### config.mk
export PLATFORM = sky130hd
export DESIGN_NAME = arbn_flat
export DESIGN_NICKNAME = d
export VERILOG_FILES = /design/src/rtl/arbn_if.sv /design/src/rtl/arbn.sv /design/src/flat_wrapper.sv
export SDC_FILE = /design/constraint.sdc
export NUM_CORES = 1
export LEC_CHECK = 0
export CAP_MARGIN = 5
export CORE_AREA = 2 2 109 111
export CTS_BUF_LIST = sky130_fd_sc_hd__clkbuf_2
export CTS_CLUSTER_DIAMETER = 80
export DETAILED_ROUTE_END_ITERATION = 8
export DIE_AREA = 0 0 111 113
export PLACE_DENSITY = 0.63
export SLEW_MARGIN = 5
export SYNTH_ARGS = -nofsm -noshare
export SYNTH_HDL_FRONTEND = slang
export SYNTH_SLANG_ARGS = --single-unit
### constraint.sdc
create_clock -name clk -period 2.2 [get_ports clk]
set_clock_uncertainty 0.1 [all_clocks]
set_input_delay 0.44 -clock clk [delete_from_list [all_inputs] [get_ports clk]]
set_output_delay 0.44 -clock clk [all_outputs]
set_load 0.005 [all_outputs]
### src/rtl/arbn_if.sv
// rtl/arbn_if.sv - requester/downstream bus bundle for the arbn arbiter
// Ports (signals):
//   req_valid/req_addr/req_wdata/req_wstrb : per-port requests, 32-bit slices packed by port index
//   req_ready/req_rdata                     : per-port completion pulse and shared read data
//   mem_valid/mem_addr/mem_wdata/mem_wstrb  : downstream request
//   mem_ready/mem_rdata                     : downstream completion and read data
//   grant/timeout_err                       : one-hot bus owner, watchdog pulse
// modport slave is the arbiter side, modport master is the requester/memory side.
interface arbn_if #(
  parameter int NPORTS = 2
);
  logic [NPORTS-1:0]    req_valid;
  logic [NPORTS-1:0]    req_ready;
  logic [32*NPORTS-1:0] req_addr;
  logic [32*NPORTS-1:0] req_wdata;
  logic [4*NPORTS-1:0]  req_wstrb;
  logic [31:0]          req_rdata;
  logic                 mem_valid;
  logic                 mem_ready;
  logic [31:0]          mem_addr;
  logic [31:0]          mem_wdata;
  logic [3:0]           mem_wstrb;
  logic [31:0]          mem_rdata;
  logic [NPORTS-1:0]    grant;
  logic                 timeout_err;

  modport slave (
    input  req_valid, req_addr, req_wdata, req_wstrb, mem_ready, mem_rdata,
    output req_ready, req_rdata, mem_valid, mem_addr, mem_wdata, mem_wstrb,
           grant, timeout_err
  );

  modport master (
    output req_valid, req_addr, req_wdata, req_wstrb, mem_ready, mem_rdata,
    input  req_ready, req_rdata, mem_valid, mem_addr, mem_wdata, mem_wstrb,
           grant, timeout_err
  );
endinterface

### src/rtl/arbn.sv
// rtl/arbn.sv - N-port request arbiter onto a single downstream memory bus
// Ports:
//   clk  : clock
//   rst  : synchronous active-high reset
//   bus  : arbn_if.slave bundle (requests in, downstream request out, grant, watchdog)
// Parameters: NPORTS (2..8), MODE (0 fixed priority, 1 round-robin),
//             TIMEOUT (downstream watchdog in cycles, 0 disables).
module arbn #(
  parameter int NPORTS  = 2,
  parameter int MODE    = 0,
  parameter int TIMEOUT = 0
) (
  input  logic    clk,
  input  logic    rst,
  arbn_if.slave   bus
);
  localparam int IW = $clog2(NPORTS);
  localparam int CW = (TIMEOUT > 1) ? $clog2(TIMEOUT) : 1;

  typedef enum logic {S_IDLE = 1'b0, S_BUSY = 1'b1} state_t;

  state_t            r_state;
  state_t            w_next;
  logic [IW-1:0]     r_owner;
  logic [IW-1:0]     r_ptr;
  logic [CW-1:0]     r_cnt;
  logic [NPORTS-1:0] r_grant;

  logic [IW-1:0]     w_win;
  logic              w_any;
  logic              w_own_valid;
  logic              w_tmo_hit;

  assign w_any       = |bus.req_valid;
  assign w_own_valid = bus.req_valid[r_owner];
  assign w_tmo_hit   = (TIMEOUT > 0) && (r_cnt == CW'(TIMEOUT - 1));

  // Winner selection. Round-robin scans upward starting one past the last
  // granted port, so the previous owner is considered last.
  always_comb begin : p_win
    int p;
    logic found;
    w_win = '0;
    found = 1'b0;
    p     = 0;
    if (MODE == 0) begin
      for (int i = NPORTS - 1; i >= 0; i--) begin
        if (bus.req_valid[i]) w_win = IW'(i);
      end
    end else begin
      for (int j = 1; j <= NPORTS; j++) begin
        p = (int'(r_ptr) + j) % NPORTS;
        if (!found && bus.req_valid[p]) begin
          w_win = IW'(p);
          found = 1'b1;
        end
      end
    end
  end

  // State and datapath registers
  always_ff @(posedge clk) begin
    if (rst) begin
      r_state <= S_IDLE;
      r_owner <= '0;
      r_ptr   <= IW'(NPORTS - 1);
      r_cnt   <= '0;
      r_grant <= '0;
    end else begin
      r_state <= w_next;
      if (r_state == S_IDLE) begin
        if (w_any) begin
          r_owner <= w_win;
          r_ptr   <= w_win;
          r_grant <= NPORTS'(1) << w_win;
        end
        r_cnt <= '0;
      end else if (w_next == S_IDLE) begin
        r_grant <= '0;
      end else begin
        r_cnt <= r_cnt + 1'b1;
      end
    end
  end

  // Next state: a withdrawn request, a completion or the watchdog all end BUSY
  always_comb begin
    w_next = r_state;
    case (r_state)
      S_IDLE: if (w_any) w_next = S_BUSY;
      S_BUSY: if (!w_own_valid || bus.mem_ready || w_tmo_hit) w_next = S_IDLE;
      default: w_next = S_IDLE;
    endcase
  end

  // Outputs are held at zero while rst is high so nothing leaks out of an
  // abandoned transaction in the reset cycle itself.
  always_comb begin
    bus.grant       = '0;
    bus.mem_valid   = 1'b0;
    bus.mem_addr    = '0;
    bus.mem_wdata   = '0;
    bus.mem_wstrb   = '0;
    bus.req_ready   = '0;
    bus.req_rdata   = '0;
    bus.timeout_err = 1'b0;
    if (!rst && r_state == S_BUSY) begin
      bus.grant     = r_grant;
      bus.mem_valid = w_own_valid;
      bus.mem_addr  = bus.req_addr[32*r_owner +: 32];
      bus.mem_wdata = bus.req_wdata[32*r_owner +: 32];
      bus.mem_wstrb = bus.req_wstrb[4*r_owner +: 4];
      if (w_own_valid) begin
        // mem_ready takes precedence over a coincident watchdog expiry
        if (bus.mem_ready) begin
          bus.req_ready[r_owner] = 1'b1;
          bus.req_rdata          = bus.mem_rdata;
        end else if (w_tmo_hit) begin
          bus.req_ready[r_owner] = 1'b1;
          bus.timeout_err        = 1'b1;
        end
      end
    end
  end
endmodule
### src/flat_wrapper.sv
// flat-port wrapper written by rule: the top's interface ports become plain ports
module arbn_flat 
#(
  parameter int NPORTS  = 2,
  parameter int MODE    = 0,
  parameter int TIMEOUT = 0
)
  (clk, rst, bus_req_valid, bus_req_addr, bus_req_wdata, bus_req_wstrb, bus_mem_ready, bus_mem_rdata, bus_req_ready, bus_req_rdata, bus_mem_valid, bus_mem_addr, bus_mem_wdata, bus_mem_wstrb, bus_grant, bus_timeout_err);
  arbn_if #(.NPORTS(NPORTS)) bus_i ();
  input  logic clk;
  input  logic rst;
  input wire logic [$bits(bus_i.req_valid)-1:0] bus_req_valid;
  input wire logic [$bits(bus_i.req_addr)-1:0] bus_req_addr;
  input wire logic [$bits(bus_i.req_wdata)-1:0] bus_req_wdata;
  input wire logic [$bits(bus_i.req_wstrb)-1:0] bus_req_wstrb;
  input wire logic [$bits(bus_i.mem_ready)-1:0] bus_mem_ready;
  input wire logic [$bits(bus_i.mem_rdata)-1:0] bus_mem_rdata;
  output wire logic [$bits(bus_i.req_ready)-1:0] bus_req_ready;
  output wire logic [$bits(bus_i.req_rdata)-1:0] bus_req_rdata;
  output wire logic [$bits(bus_i.mem_valid)-1:0] bus_mem_valid;
  output wire logic [$bits(bus_i.mem_addr)-1:0] bus_mem_addr;
  output wire logic [$bits(bus_i.mem_wdata)-1:0] bus_mem_wdata;
  output wire logic [$bits(bus_i.mem_wstrb)-1:0] bus_mem_wstrb;
  output wire logic [$bits(bus_i.grant)-1:0] bus_grant;
  output wire logic [$bits(bus_i.timeout_err)-1:0] bus_timeout_err;
  assign bus_i.req_valid = bus_req_valid;
  assign bus_i.req_addr = bus_req_addr;
  assign bus_i.req_wdata = bus_req_wdata;
  assign bus_i.req_wstrb = bus_req_wstrb;
  assign bus_i.mem_ready = bus_mem_ready;
  assign bus_i.mem_rdata = bus_mem_rdata;
  assign bus_req_ready = bus_i.req_ready;
  assign bus_req_rdata = bus_i.req_rdata;
  assign bus_mem_valid = bus_i.mem_valid;
  assign bus_mem_addr = bus_i.mem_addr;
  assign bus_mem_wdata = bus_i.mem_wdata;
  assign bus_mem_wstrb = bus_i.mem_wstrb;
  assign bus_grant = bus_i.grant;
  assign bus_timeout_err = bus_i.timeout_err;
  arbn #(.NPORTS(NPORTS), .MODE(MODE), .TIMEOUT(TIMEOUT)) u_core (.clk(clk), .rst(rst), .bus(bus_i));
endmodule
Word-level counts from Yosys, hierarchy flattened
Cells that the tools add are included.
Storage, ports and cells
  output and inout bits: 106
  word-level logic and storage cells: 43
  flip-flop bits (word level): 4
  input port bits: 173
Cells by class
  reduce and logical (&&, ||, !) cells: 9
  shift operators: 4
  magnitude comparators: 2
  bitwise gates (word level): 1
  multiplexer cells: 23
  eq/ne operators: 1
Operators with widths (number)
  2-to-1 mux 32 bit: 5
  variable part select 64 x 7 -> 32 bit: 2
  2-to-1 mux 2 bit: 7
  2-to-1 mux 1 bit: 8
  variable part select 8 x 4 -> 4 bit: 1
  2-to-1 mux 4 bit: 1
  AND reduction 2 bit: 2
  logical AND 1 bit: 2
  zero test 1 bit: 2
  less-than comparator 1 x 2 -> 1 bit, second input constant: 1
  inequality test 2 bit, second input constant: 1
  case mux 1 bit (2 select lines): 1
  nonzero test 2 bit: 1
  OR reduction 2 bit: 1
  << shifter 1 x 1 -> 2 bit, first input constant: 1
  demux 1 bit (select 1 bit): 1
  greater-or-equal comparator 1 bit, second input constant: 1
  logical OR 1 bit: 1
  inverter 1 bit: 1

Depth between registers and ports, before layout
  word-level depth: 8
  depth in mapped cells: 5
  gate-level depth less buffers: 3

Worst setup path after synthesis
Ideal clock, no wire load.
  kind: reg2out
  start: register u_core.r_owner
  end: output bus_req_rdata[10]
  setup slack: 0.510 ns
  data arrival time: 1.150 ns
  required time: 1.660 ns
  path buffers: 2
  cell stages (with the launch flop): 6
  cell sequence: dfxtp_1 buf_2 mux2i_1 nor2_1 clkbuf_2 and2_1
Between the ends
  cells in the longest elaborated chain, start to end: 4
Ends and longest elaborated chain
  start, declared: line arbn.sv:24  | logic [IW-1:0] r_owner;
  start signal, assigned: line arbn.sv:73  | r_owner <= w_win;
  2-to-1 mux 1 bit (not written as such) (2 in a row): line arbn.sv:35  | assign w_own_valid = bus.req_valid[r_owner];
  2-to-1 mux 32 bit: line arbn.sv:113  | if (w_own_valid) begin
  2-to-1 mux 32 bit: line arbn.sv:107  | if (!rst && r_state == S_BUSY) begin
  end, declared: line flat_wrapper.sv:19  | output wire logic [$bits(bus_i.req_rdata)-1:0] bus_req_rdata;
Every way passes these cells. The select of a mux whose other input is x is not followed.

Worst setup path in the final report
  start: register u_core.r_owner
  end: output bus_mem_addr[18]
Between the ends
  cells in the longest elaborated chain, start to end: 2
Ends and longest elaborated chain
  variable part select 64 x 7 -> 32 bit: line arbn.sv:110  | bus.mem_addr = bus.req_addr[32*r_owner +: 32];
  2-to-1 mux 32 bit: line arbn.sv:107
  end, declared: line flat_wrapper.sv:21  | output wire logic [$bits(bus_i.mem_addr)-1:0] bus_mem_addr;
Every way passes these cells.

==> impl_metrics.tcl <==
set metrics [dict create \
    status "complete, but fails checks" \
    failed_checks "negative setup slack" \
    area_growth_pct 215.0 \
    synth_warnings 0 \
    die-height_um 113 \
    critPathTopFamily "buffers and inverters" \
    vias_per_cell 4.133 \
    clock-sinks 4 \
    period_minus_slack_ns 2.233 \
    post-route-period-util 1.015 \
    fp.dieArea_um2 12540 \
    power_density_nw_per_um2 191.5 \
    final_cell_area_um2 4612 \
    finish.net_count 680 \
    grt-ovfl-total 0 \
    drt-total-wl_mm 9.969 \
    root_buffer "clkbuf_2" \
    power.share.clock 0.089 \
    finalWorstSetupSlack_ns -0.03308 \
    finalPower_w 0.0008833 \
    drtAntennaViolNets 0 \
    drtIter0Drc 124 \
    ys_top_cells_by_count "75 x nor2_1, 69 x mux2i_1, 32 x and2_1, 8 x buf_2, 8 x clkbuf_1" \
    pwr-share-seq 0.094 \
    fmax_mhz 447.8 \
    gr-usage-all-layers 0.1481 \
    cts_tree "yes" \
    avgRoutedWirePerCell_um 15.36 \
    crit_chain "buf_16 -> mux2i_1 -> nor2_1 -> clkdlybuf4s50_1" \
    clkLatencyLatePin_ns 0.21 \
    grt_pass1_wl_mm 14.80 \
    worst-path-buf-inv 2 \
    rr_worst_depth 5 \
    synthArstFlopShare 0 \
    synthMostInstantiatedCell "nor2_1" \
    internal-power_w 0.0006128 \
    rows 39 \
    h-tree-depth 1 \
    endpoint_kind "primary output" \
    slowest_delay_ns 0.44 \
    cellLeakagePower_nw 2.227 \
    clock_path_buffers 2 \
    reg2reg_slack_ns 0.63 \
    synthTopCellsByArea "mux2i_1 47%, nor2_1 19%, and2_1 14%" \
    pwr-share-comb 0.817 \
    rsz0062_at_grt "yes" \
    start_util 0.1299 \
    ff_latch_area_um2 83.83 \
    syn_area_per_cell_um2 6.654 \
    synthCells 220 \
    critPathRequiredTime_ns 1.66 \
    diodes 0 \
    cap_violations 0 \
    yosys.area.top_type "mux2i_1" \
    netlist_area_um2 1464 \
    critPathMaxFanout 39 \
    drive_gt1_frac 0.1482 \
    slowest_stage "clkdlybuf4s50_1" \
    place.port_buffers 277 \
    worstSetupPathType "reg -> out" \
    grt_pass1_vias 2851 \
    place_congestion 0.9416 \
    ys_ff_latch 4 \
    holdPathStages 2 \
    switching_share 0.3062 \
    fp.coreArea_um2 11270 \
    regToRegStartpoint "u_core.r_owner" \
    hpwl_mm 7.891 \
    final_max_slew_viol_count 0 \
    grt_max_degree 40 \
    drc_errors 0 \
    synth_edf_count 0 \
    r2r_end "u_core.r_grant[1]" \
    ys_seq_area_frac 0.05470 \
    min_path_type "reg -> reg" \
    vdd_drop_max_uv 89.53 \
    synth_top_cell_area_share 0.4718 \
    placed_area_um2 4499 \
    dp_cells 636 \
    dr.pass1.iters 6 \
    setup_viol 1 \
    num_vias 2682 \
    instances_no_fill 649 \
    hp-start "u_core.r_grant[0]" \
    hold_end "u_core.r_grant[0]" \
    final_hold_viol_count 0 \
    die-width_um 111 \
    antenna_found_initial 0 \
    worstPathArrival_ns 1.69 \
    startpoint_type "flop" \
    synth_fp_nets 393 \
    num_io_pins 279 \
    ys_types 22 \
    multi_input_area_um2 1335 \
    switchingPower_w 0.0002705 \
    synth_flop_cell "dfxtp_1" \
    cts_buffers 3 \
    fill_cells 1151 \
    path_clk_slew_ns 0.06 \
]
## kinds of logic after synthesis
group | share of synthesized area
compound gates | 0.03932
mux | 0.4718
simple gates | 0.3556
buf+inv | 0.07607
flops | 0.05470
other cells | 0.002562
## sequential cells by signal (all words and copies together) (netlist names)
register,count
u_core.r_state,1
u_core.r_owner,1
u_core.r_grant,2
## per-stage QoR
stage | hold WS, ns | worst slack, ns | utilization | setup TNS (ns)
6_report | 0.4666 | -0.03308 | 0.4091 | -0.03308
5_1_grt | 0.5225 | -0.08721 | 0.4091 | -0.4588
4_1_cts | 0.4619 | -0.04903 | 0.4107 | -0.6521
3_5_place_dp | 0.4587 | -0.4499 | 0.3992 | -41.30
3_3_place_gp | 0.4301 | -0.4459 | 0.3992 | -39.62
2_1_floorplan | 0.4091 | 0.5104 | - | 0
## worst min-delay path, delay by kind of cell, from the launching register on
family	cells	cell delay (ns)
compound gates	2	0.21
flops	1	0.30
## repair_timing
item / 4_1_cts / 5_1_grt
cloned: 4 / 0
hold buffers: 0 / 0
setup endpoints to repair: 105 / 45
pin swaps: 16 / 0
resized for setup: 206 / 18
buffers inserted: 9 / 1
## layout make-up
cell class / instances / share of cell area
Sequential cell: 4 / 0.01818
Timing Repair Buffer: 302 / 0.6451
Tap cell: 143 / 0.03880
Inverter: 5 / 0.004069
Multi-Input combinational cell: 191 / 0.2895
Clock buffer: 4 / 0.004341
## metal layers
layer | GRT usage | wire length [um] | up-vias
met3 | 0.04874 | 956 | 12
met1 | 0.1394 | 3313 | 1202
met2 | 0.2982 | 5428 | 161
li1 | - | - | 1307
met5 | 0 | 0 | -
met4 | 0.05083 | 271 | 0
## worst max-delay path by stage
stage              startpoint           endpoint  cells after the start
6_report       u_core.r_owner   bus_mem_addr[18]                      4
5_1_grt        u_core.r_owner   bus_mem_addr[18]                      4
4_1_cts                   rst   bus_mem_addr[21]                      6
3_5_place_dp              rst   bus_mem_addr[10]                      6
3_3_place_gp              rst   bus_mem_addr[10]                      6
2_1_floorplan  u_core.r_owner  bus_req_rdata[10]                      5
## power by group through the flow
stage               logic (W)  registers, W  clock network, W
detailed placement   0.000723     0.0000835                 0
global placement     0.000714     0.0000834                 0
finish               0.000721     0.0000834         0.0000786
global route         0.000774     0.0000843         0.0000853
CTS                  0.000735     0.0000829         0.0000824
floorplan            0.000218     0.0000821                 0
## cells in the final DEF, fill, tap and decap left out, drive strengths merged
master | netlist | final
nand2b | 1 | 1
conb | 1 | 1
a21oi | 3 | 3
clkdlybuf4s15 | 0 | 3
inv | 5 | 5
o32ai | 1 | 1
a211oi | 1 | 1
dlygate4sd2 | 0 | 56
and2 | 32 | 32
nor2 | 75 | 75
buf | 9 | 53
dfxtp | 4 | 4
a211o | 1 | 1
dlymetal6s2s | 0 | 11
clkbuf | 11 | 4
nand2 | 1 | 1
or3 | 1 | 1
mux2i | 69 | 69
or4 | 1 | 1
clkdlybuf4s50 | 0 | 179
o22a | 1 | 1
nor3b | 1 | 1
nand3b | 1 | 1
a2bb2oi | 1 | 1
Power figures use the tool's default switching activity.
